$ cat config.mk
export PLATFORM = sky130hd
export DESIGN_NAME = econet_rx_deframer_flat
export DESIGN_NICKNAME = d
export VERILOG_FILES = /design/src/rtl/econet_rx_deframer_pkg.sv /design/src/rtl/econet_rx_deframer_if.sv /design/src/rtl/econet_rx_deframer_bit_destuff.sv /design/src/rtl/econet_rx_deframer.sv /design/src/flat_wrapper.sv
export SDC_FILE = /design/constraint.sdc
export NUM_CORES = 1
export LEC_CHECK = 0
export BUFFER_PORTS_ARGS = -buffer_cell sky130_fd_sc_hd__buf_4
export CORE_MARGIN = 1.5
export CORE_UTILIZATION = 40
export DETAILED_ROUTE_END_ITERATION = 10
export GPL_TIMING_DRIVEN = 0
export PLACE_DENSITY = 0.55
export SLEW_MARGIN = 5
export SYNTH_ARGS = -nofsm -noshare
export SYNTH_HDL_FRONTEND = slang
export SYNTH_SLANG_ARGS = --single-unit
export TNS_END_PERCENT = 50
$ cat constraint.sdc
create_clock -name econet_clk -period 2.95 [get_ports econet_clk]
set_input_delay 0.295 -clock econet_clk [delete_from_list [all_inputs] [get_ports econet_clk]]
set_output_delay 0.295 -clock econet_clk [all_outputs]
set_load 0.005 [all_outputs]
$ cat src/rtl/econet_rx_deframer_pkg.sv
// Shared definitions for the Econet receive deframer.
//   FCSINIT / FCSGOOD : CRC-16/CCITT preset and the residue left by a good frame
//   FCS_POLY          : reflected CCITT polynomial (LSB-first arithmetic)
//   FLAG              : HDLC flag byte; its run of ones sets the stuff/flag/abort thresholds
//   rx_state_e        : frame FSM states
//   fcs_next_byte     : folds one received byte into the running CRC
package econet_pkg;

  localparam logic [15:0] FCSINIT  = 16'hFFFF;
  localparam logic [15:0] FCSGOOD  = 16'hF0B8;
  localparam logic [15:0] FCS_POLY = 16'h8408;
  localparam logic [7:0]  FLAG     = 8'h7E;

  typedef enum logic [1:0] {
    HUNT = 2'd0,
    SYNC = 2'd1,
    DATA = 2'd2
  } rx_state_e;

  // Bytewise CRC update; the byte enters LSB first, matching the line order.
  function automatic logic [15:0] fcs_next_byte(input logic [15:0] crc,
                                                input logic [7:0]  data);
    logic [15:0] c;
    c = crc ^ {8'h00, data};
    for (int i = 0; i < 8; i++) begin
      c = c[0] ? ((c >> 1) ^ FCS_POLY) : (c >> 1);
    end
    return c;
  endfunction

endpackage

$ cat src/rtl/econet_rx_deframer_if.sv
// Line-side input and byte-stream output bundle of the Econet receive deframer.
//   bit_en, rxd : one qualified line bit per bit_en cycle
//   rx_data, rx_valid, rx_sof : delivered byte stream
//   rx_eof, rx_fcs_ok, rx_abort, rx_active : frame status
// master = the deframer, slave = the line source / frame buffer side.
interface econet_rx_deframer_if;

  logic       bit_en;
  logic       rxd;
  logic [7:0] rx_data;
  logic       rx_valid;
  logic       rx_sof;
  logic       rx_eof;
  logic       rx_fcs_ok;
  logic       rx_abort;
  logic       rx_active;

  modport master (
    input  bit_en, rxd,
    output rx_data, rx_valid, rx_sof, rx_eof, rx_fcs_ok, rx_abort, rx_active
  );

  modport slave (
    output bit_en, rxd,
    input  rx_data, rx_valid, rx_sof, rx_eof, rx_fcs_ok, rx_abort, rx_active
  );

endinterface

$ cat src/rtl/econet_rx_deframer_bit_destuff.sv
// Ones counter and line decoder for the Econet receiver.
//   econet_clk, reset : clock, asynchronous active-high reset
//   bit_en, rxd       : qualified line bit
//   bit_valid/bit_data: a bit for the byte assembler (stuffed zeros removed)
//   flag              : the zero that terminates a flag
//   abort             : the one that makes the run of ones reach seven
// Strobes are combinational from the current bit; the parent registers them.
module econet_bit_destuff
  import econet_pkg::*;
(
  input  logic econet_clk,
  input  logic reset,
  input  logic bit_en,
  input  logic rxd,
  output logic bit_valid,
  output logic bit_data,
  output logic flag,
  output logic abort
);

  localparam logic [2:0] FLAG_ONES  = 3'($countones(FLAG));
  localparam logic [2:0] STUFF_ONES = FLAG_ONES - 3'd1;
  localparam logic [2:0] ABORT_ONES = FLAG_ONES + 3'd1;

  logic [2:0] ones_q, ones_d;

  always_ff @(posedge econet_clk or posedge reset) begin
    if (reset) begin
      ones_q <= '0;
    end else begin
      ones_q <= ones_d;
    end
  end

  always_comb begin
    ones_d    = ones_q;
    bit_valid = 1'b0;
    bit_data  = rxd;
    flag      = 1'b0;
    abort     = 1'b0;
    if (bit_en) begin
      if (rxd) begin
        if (ones_q == FLAG_ONES) begin
          ones_d = ABORT_ONES;
          abort  = 1'b1;
        end else if (ones_q != ABORT_ONES) begin
          // The sixth one is passed on tentatively; a following zero
          // turns it into a flag, a following one into an abort.
          ones_d    = ones_q + 3'd1;
          bit_valid = 1'b1;
        end
        // Ones beyond an abort saturate silently (idle line).
      end else begin
        ones_d = '0;
        if (ones_q == FLAG_ONES) begin
          flag = 1'b1;
        end else if (ones_q != STUFF_ONES) begin
          bit_valid = 1'b1;
        end
      end
    end
  end

endmodule

$ cat src/rtl/econet_rx_deframer.sv
// Econet receive-side HDLC deframer.
//   econet_clk : single clock, rising edge
//   reset      : asynchronous active-high reset; discards any partial frame
//   rx         : line input (bit_en, rxd) and byte/status outputs
//                (rx_data, rx_valid, rx_sof, rx_eof, rx_fcs_ok, rx_abort, rx_active)
// Bytes are assembled LSB first and folded into CRC-16/CCITT; at the closing
// flag the residue, byte count and byte alignment decide rx_fcs_ok.
// Every output is registered one clock after the causing bit.
module econet_rx_deframer
  import econet_pkg::*;
#(
  parameter int MIN_BYTES = 4,
  parameter int MAX_BYTES = 2048
) (
  input  logic econet_clk,
  input  logic reset,
  econet_rx_deframer_if.master rx
);

  localparam int              CNT_W = $clog2(MAX_BYTES + 2);
  localparam logic [CNT_W-1:0] MIN_B = CNT_W'(MIN_BYTES);
  localparam logic [CNT_W-1:0] MAX_B = CNT_W'(MAX_BYTES);

  logic bit_valid, bit_data, flag, abort;

  econet_bit_destuff u_destuff (
    .econet_clk (econet_clk),
    .reset      (reset),
    .bit_en     (rx.bit_en),
    .rxd        (rx.rxd),
    .bit_valid  (bit_valid),
    .bit_data   (bit_data),
    .flag       (flag),
    .abort      (abort)
  );

  rx_state_e        state_q,    state_d;
  logic [7:0]       shreg_q,    shreg_d;
  logic [2:0]       bit_cnt_q,  bit_cnt_d;
  logic [CNT_W-1:0] byte_cnt_q, byte_cnt_d;
  logic [15:0]      crc_q,      crc_d;
  logic [7:0]       rx_data_q,  rx_data_d;
  logic             rx_valid_q, rx_valid_d;
  logic             rx_sof_q,   rx_sof_d;
  logic             rx_eof_q,   rx_eof_d;
  logic             rx_fcs_ok_q, rx_fcs_ok_d;
  logic             rx_abort_q, rx_abort_d;

  logic [7:0] byte_next;
  logic       frame_ok;
  logic       clear_frame;

  always_ff @(posedge econet_clk or posedge reset) begin
    if (reset) begin
      state_q     <= HUNT;
      shreg_q     <= '0;
      bit_cnt_q   <= '0;
      byte_cnt_q  <= '0;
      crc_q       <= FCSINIT;
      rx_data_q   <= '0;
      rx_valid_q  <= 1'b0;
      rx_sof_q    <= 1'b0;
      rx_eof_q    <= 1'b0;
      rx_fcs_ok_q <= 1'b0;
      rx_abort_q  <= 1'b0;
    end else begin
      state_q     <= state_d;
      shreg_q     <= shreg_d;
      bit_cnt_q   <= bit_cnt_d;
      byte_cnt_q  <= byte_cnt_d;
      crc_q       <= crc_d;
      rx_data_q   <= rx_data_d;
      rx_valid_q  <= rx_valid_d;
      rx_sof_q    <= rx_sof_d;
      rx_eof_q    <= rx_eof_d;
      rx_fcs_ok_q <= rx_fcs_ok_d;
      rx_abort_q  <= rx_abort_d;
    end
  end

  always_comb begin
    state_d     = state_q;
    shreg_d     = shreg_q;
    bit_cnt_d   = bit_cnt_q;
    byte_cnt_d  = byte_cnt_q;
    crc_d       = crc_q;
    rx_data_d   = rx_data_q;
    rx_valid_d  = 1'b0;
    rx_sof_d    = 1'b0;
    rx_eof_d    = 1'b0;
    rx_fcs_ok_d = 1'b0;
    rx_abort_d  = 1'b0;
    clear_frame = 1'b0;

    byte_next = {bit_data, shreg_q[7:1]};
    // An aligned frame has shifted exactly the flag's leading zero and six
    // ones past the last byte boundary when the flag completes.
    frame_ok  = (bit_cnt_q == 3'd7) && (crc_q == FCSGOOD) &&
                (byte_cnt_q >= MIN_B) && (byte_cnt_q <= MAX_B);

    unique case (state_q)
      HUNT: begin
        if (flag) begin
          state_d     = SYNC;
          clear_frame = 1'b1;
        end
      end

      SYNC: begin
        if (flag) begin
          clear_frame = 1'b1;
        end else if (abort) begin
          state_d     = HUNT;
          clear_frame = 1'b1;
        end else if (bit_valid) begin
          state_d   = DATA;
          shreg_d   = byte_next;
          bit_cnt_d = bit_cnt_q + 3'd1;
        end
      end

      DATA: begin
        if (flag) begin
          // With no byte assembled the bits since the last flag were just
          // another flag (idle fill), so it closes nothing.
          if (byte_cnt_q != '0) begin
            rx_eof_d    = 1'b1;
            rx_fcs_ok_d = frame_ok;
          end
          state_d     = SYNC;
          clear_frame = 1'b1;
        end else if (abort) begin
          // Likewise an idle line right after a flag is not a frame abort.
          rx_abort_d  = (byte_cnt_q != '0);
          state_d     = HUNT;
          clear_frame = 1'b1;
        end else if (bit_valid) begin
          shreg_d = byte_next;
          if (bit_cnt_q == 3'd7) begin
            bit_cnt_d  = '0;
            byte_cnt_d = byte_cnt_q + 1'b1;
            crc_d      = fcs_next_byte(crc_q, byte_next);
            if (byte_cnt_q == MAX_B) begin
              // Overrun: close the frame as bad and wait for a fresh flag.
              rx_eof_d    = 1'b1;
              state_d     = HUNT;
              clear_frame = 1'b1;
            end else begin
              rx_data_d  = byte_next;
              rx_valid_d = 1'b1;
              rx_sof_d   = (byte_cnt_q == '0);
            end
          end else begin
            bit_cnt_d = bit_cnt_q + 3'd1;
          end
        end
      end

      default: begin
        state_d     = HUNT;
        clear_frame = 1'b1;
      end
    endcase

    if (clear_frame) begin
      shreg_d    = '0;
      bit_cnt_d  = '0;
      byte_cnt_d = '0;
      crc_d      = FCSINIT;
    end
  end

  assign rx.rx_data   = rx_data_q;
  assign rx.rx_valid  = rx_valid_q;
  assign rx.rx_sof    = rx_sof_q;
  assign rx.rx_eof    = rx_eof_q;
  assign rx.rx_fcs_ok = rx_fcs_ok_q;
  assign rx.rx_abort  = rx_abort_q;
  assign rx.rx_active = (state_q == DATA);

endmodule
$ cat src/flat_wrapper.sv
// flat-port wrapper written by rule: the top's interface ports become plain ports
module econet_rx_deframer_flat import econet_pkg::*;
#(
  parameter int MIN_BYTES = 4,
  parameter int MAX_BYTES = 2048
)
  (econet_clk, reset, rx_bit_en, rx_rxd, rx_rx_data, rx_rx_valid, rx_rx_sof, rx_rx_eof, rx_rx_fcs_ok, rx_rx_abort, rx_rx_active);
  econet_rx_deframer_if rx_i ();
  input  logic econet_clk;
  input  logic reset;
  input wire logic [$bits(rx_i.bit_en)-1:0] rx_bit_en;
  input wire logic [$bits(rx_i.rxd)-1:0] rx_rxd;
  output wire logic [$bits(rx_i.rx_data)-1:0] rx_rx_data;
  output wire logic [$bits(rx_i.rx_valid)-1:0] rx_rx_valid;
  output wire logic [$bits(rx_i.rx_sof)-1:0] rx_rx_sof;
  output wire logic [$bits(rx_i.rx_eof)-1:0] rx_rx_eof;
  output wire logic [$bits(rx_i.rx_fcs_ok)-1:0] rx_rx_fcs_ok;
  output wire logic [$bits(rx_i.rx_abort)-1:0] rx_rx_abort;
  output wire logic [$bits(rx_i.rx_active)-1:0] rx_rx_active;
  assign rx_i.bit_en = rx_bit_en;
  assign rx_i.rxd = rx_rxd;
  assign rx_rx_data = rx_i.rx_data;
  assign rx_rx_valid = rx_i.rx_valid;
  assign rx_rx_sof = rx_i.rx_sof;
  assign rx_rx_eof = rx_i.rx_eof;
  assign rx_rx_fcs_ok = rx_i.rx_fcs_ok;
  assign rx_rx_abort = rx_i.rx_abort;
  assign rx_rx_active = rx_i.rx_active;
  econet_rx_deframer #(.MIN_BYTES(MIN_BYTES), .MAX_BYTES(MAX_BYTES)) u_core (.econet_clk(econet_clk), .reset(reset), .rx(rx_i));
endmodule
==> results_dict.tcl <==
set metrics [dict create \
    outcome "completed" \
    layout-drive-gt1-share 0.2422 \
    worstMarginPinSlew_ns 0.6571 \
    postRouteAntennaNets 0 \
    slew_violations 0 \
    fill_cells 670 \
    ys_seq_area_frac 0.4618 \
    cts_setup_buffers 0 \
    ys_seq_elements 56 \
    dp_hpwl_um 4709 \
    numCtsBuffers 5 \
    synth_edf_count 0 \
    clkSinkCount 56 \
    syn_avg_cell_area_um2 10.36 \
    ys.flop_type "dfrtp_1" \
    clock_latency_ns 0.32 \
    clockBufferDepth 2 \
    placed_cells 413 \
    layout.nets 337 \
    drt_iter0_drc 68 \
    routabilityCongestion 0.7735 \
    cts_tree "yes" \
    cap_violations 0 \
    wire_per_inst_um 15.41 \
    ys_types 56 \
    rsz0062_at_grt "no" \
    p_int_w 0.001825 \
    pwr-share-seq 0.422 \
    grt_pass1_wl_um 11060 \
    track_usage 0.1676 \
    syn_to_final_growth_pct 11.67 \
    finalSetupViolCount 0 \
    vias 2282 \
    relSlewSlack 0.5619 \
    die_w_um 90.72 \
    cp.required_ns 3.19 \
    fin_cells 421 \
    hold_viol_final 0 \
    arrival_ns 2.74 \
    ys_warn_count 0 \
    fmax_mhz 400.8 \
    end_kind "flop" \
    setup_ws_ns 0.4550 \
    grt_pass1_vias 2191 \
    dp_slack_ns 0.4987 \
    cts_resized 0 \
    dr.pass1.iters 4 \
    peakVddDrop_v 0.0003874 \
    cts_htree_levels 2 \
    period_share 0.8458 \
    power_leakage_nw 1.427 \
    initial_core_util 0.4199 \
    viasPerCell 5.420 \
    power_switching_w 0.001241 \
    critical_path.startpoint_type "flop" \
    grt_max_degree 34 \
    drc_errors 0 \
    synthCells 297 \
    hold_class "in2async" \
    antennaDiodeCount 0 \
    switching_share 0.4047 \
    synth_area_um2 3078 \
    crit_type "reg2reg" \
    core_um2 7331 \
    clockPowerShare 0.147 \
    antenna_found_initial 0 \
    synthArstFlopShare 1.000 \
    clk_pin_slew_ns 0.11 \
    ctsHoldBuffers 0 \
    powerDensity_nw_per_um2 891.9 \
    finalCriticalPeriod_ns 2.495 \
    die_height_um 90.72 \
    die-area_um2 8230 \
    rows 31 \
    syn_nets 313 \
    root_buffer "clkbuf_8" \
    comb_power_share 0.431 \
    drt_wl_total_um 6489 \
    final.setup.tns_ns 0 \
    grt-ovfl-total 0 \
    port_buffers 16 \
    crit_fanout 10 \
    fin_skew_ns 0.01602 \
    ios 18 \
]
cell usage in the layout, fill, tap and decap left out, drive strengths merged, types with 2 or more instances in the layout:
cell / Yosys / layout
dfrtp: 40 / 40
nor2: 29 / 29
buf: 7 / 24
nand2: 23 / 23
a21oi: 19 / 19
xnor2: 17 / 17
dfstp: 16 / 16
ha: 12 / 12
inv: 11 / 12
a31oi: 12 / 12
o21ai: 11 / 11
clkbuf: 5 / 10
a22o: 9 / 9
nand3: 8 / 8
mux2: 8 / 8
xor2: 7 / 7
or3: 6 / 6
nor3: 6 / 6
nand4b: 4 / 4
or4: 4 / 4
nor3b: 4 / 4
nor4: 4 / 4
nand4: 3 / 3
o211ai: 3 / 3
a31o: 3 / 3
nor2b: 2 / 2
o21a: 2 / 2
and4: 2 / 2
o31ai: 2 / 2
clkinv: 0 / 2
and3: 2 / 2
o22ai: 2 / 2
final cells by class:
| type | instances | area [um2] | area share |
|---|---|---|---|
| well taps | 99 | 123.9 | 0.03604 |
| repair buffers | 17 | 140.1 | 0.04077 |
| clock inverters | 3 | 26.28 | 0.007645 |
| inverters | 11 | 41.29 | 0.01201 |
| plain buffers | 12 | 62.56 | 0.01820 |
| clock buffers | 5 | 68.82 | 0.02002 |
| flip-flops and latches | 56 | 1421 | 0.4135 |
| multi-input cells | 218 | 1553 | 0.4518 |
registers in the layout (all words and copies together), names as in the netlist:
register                 cells
u_core.crc_q                16
u_core.byte_cnt_q           12
u_core.rx.rx_data            8
u_core.shreg_q               7
u_core.bit_cnt_q             3
u_core.u_destuff.ones_q      3
u_core.state_q               2
u_core.rx.rx_abort           1
u_core.rx.rx_eof             1
u_core.rx.rx_fcs_ok          1
u_core.rx.rx_sof             1
u_core.rx.rx_valid           1
stage by stage:
step / hold slack [ns] / power (W) / utilization / cell area (um2)
after detailed placement: 0.3824 / 0.002624 / 0.4559 / 3342
after floorplan: 0.4927 / 0.002336 / - / 3078
final: 0.008003 / 0.003065 / 0.4689 / 3437
after global placement: 0.4950 / 0.002595 / 0.4531 / 3322
after CTS: 0.02103 / 0.003089 / 0.4689 / 3437
after global routing: 0.04954 / 0.003306 / 0.4689 / 3437
critical path: stages, from the launching register on:
cell and delay (ns):
dfrtp_1 0.43, inv_1 0.06, ha_1 0.29, nand3_1 0.17, o21bai_1 0.16, o211a_1 0.24, clkbuf_1 0.31, clkbuf_1 0.43
o21ai_0 0.17, a21oi_1 0.16
worst paths after layout:
kind,from,to,slack (ns),cells past startpoint
max,u_core.u_destuff.ones_q[0],u_core.byte_cnt_q[10],0.46,9
min,reset,u_core.rx.rx_data[6],0.008,2
max reg2reg,u_core.u_destuff.ones_q[0],u_core.byte_cnt_q[10],0.46,9
min reg2reg,u_core.rx.rx_data[3],u_core.rx.rx_data[3],0.52,1
max in group asynchronous,reset,u_core.crc_q[8],2.30,3
min in group econet_clk,rx_bit_en,u_core.u_destuff.ones_q[1],0.28,2
power groups by stage:
stage / Clock, W / Combinational (W) / Sequential (W)
after floorplan: 0 / 0.00111 / 0.00123
after global placement: 0 / 0.00130 / 0.00130
after detailed placement: 0 / 0.00132 / 0.00130
after CTS: 0.000472 / 0.00133 / 0.00129
after global routing: 0.000501 / 0.00147 / 0.00133
final: 0.000452 / 0.00132 / 0.00129
cells in the mapped netlist, types with 2 or more instances:
master / count / area [um2]
clkbuf_1: 5 / 18.77
a31o_2: 3 / 26.28
dfrtp_1: 40 / 1001
or4_1: 3 / 22.52
nor2b_1: 2 / 12.51
xnor2_1: 17 / 148.9
a22o_1: 9 / 78.83
nand4_1: 3 / 18.77
a21oi_1: 16 / 80.08
nor3b_1: 3 / 22.52
o21ai_0: 11 / 55.05
buf_2: 5 / 25.02
nand3_1: 8 / 40.04
o21a_1: 2 / 15.01
nor4_1: 3 / 18.77
inv_1: 11 / 41.29
a21oi_2: 3 / 26.28
o31ai_1: 2 / 15.01
and4_1: 2 / 17.52
xor2_1: 7 / 61.31
dfstp_2: 16 / 420.4
o211ai_1: 3 / 22.52
nor2_1: 28 / 105.1
a31oi_1: 6 / 37.54
or3_1: 6 / 37.54
ha_1: 12 / 150.1
nand2_1: 23 / 86.33
mux2_2: 8 / 90.09
nand4b_1: 4 / 35.03
a31oi_2: 6 / 75.07
nor3_1: 5 / 25.02
logic make-up after synthesis:
family | Yosys count | share of synthesized area
and+or+nand+nor | 102 | 0.1837
AOI/OAI and AO/OA | 72 | 0.1744
DFF | 56 | 0.4618
xor gates and xnor gates | 24 | 0.06829
buffers and inverters | 23 | 0.03374
adders and majority gates | 12 | 0.04878
muxes | 8 | 0.02927
layer usage:
metal | up-vias | global-route usage | wire, um
met1 | 1118 | 0.2356 | 3369
met2 | 37 | 0.2663 | 2905
met5 | - | 0 | 0
met3 | 6 | 0.02862 | 148
li1 | 1121 | - | -
met4 | 0 | 0.04365 | 65
No activity file was read; power rests on OpenSTA's default activity.
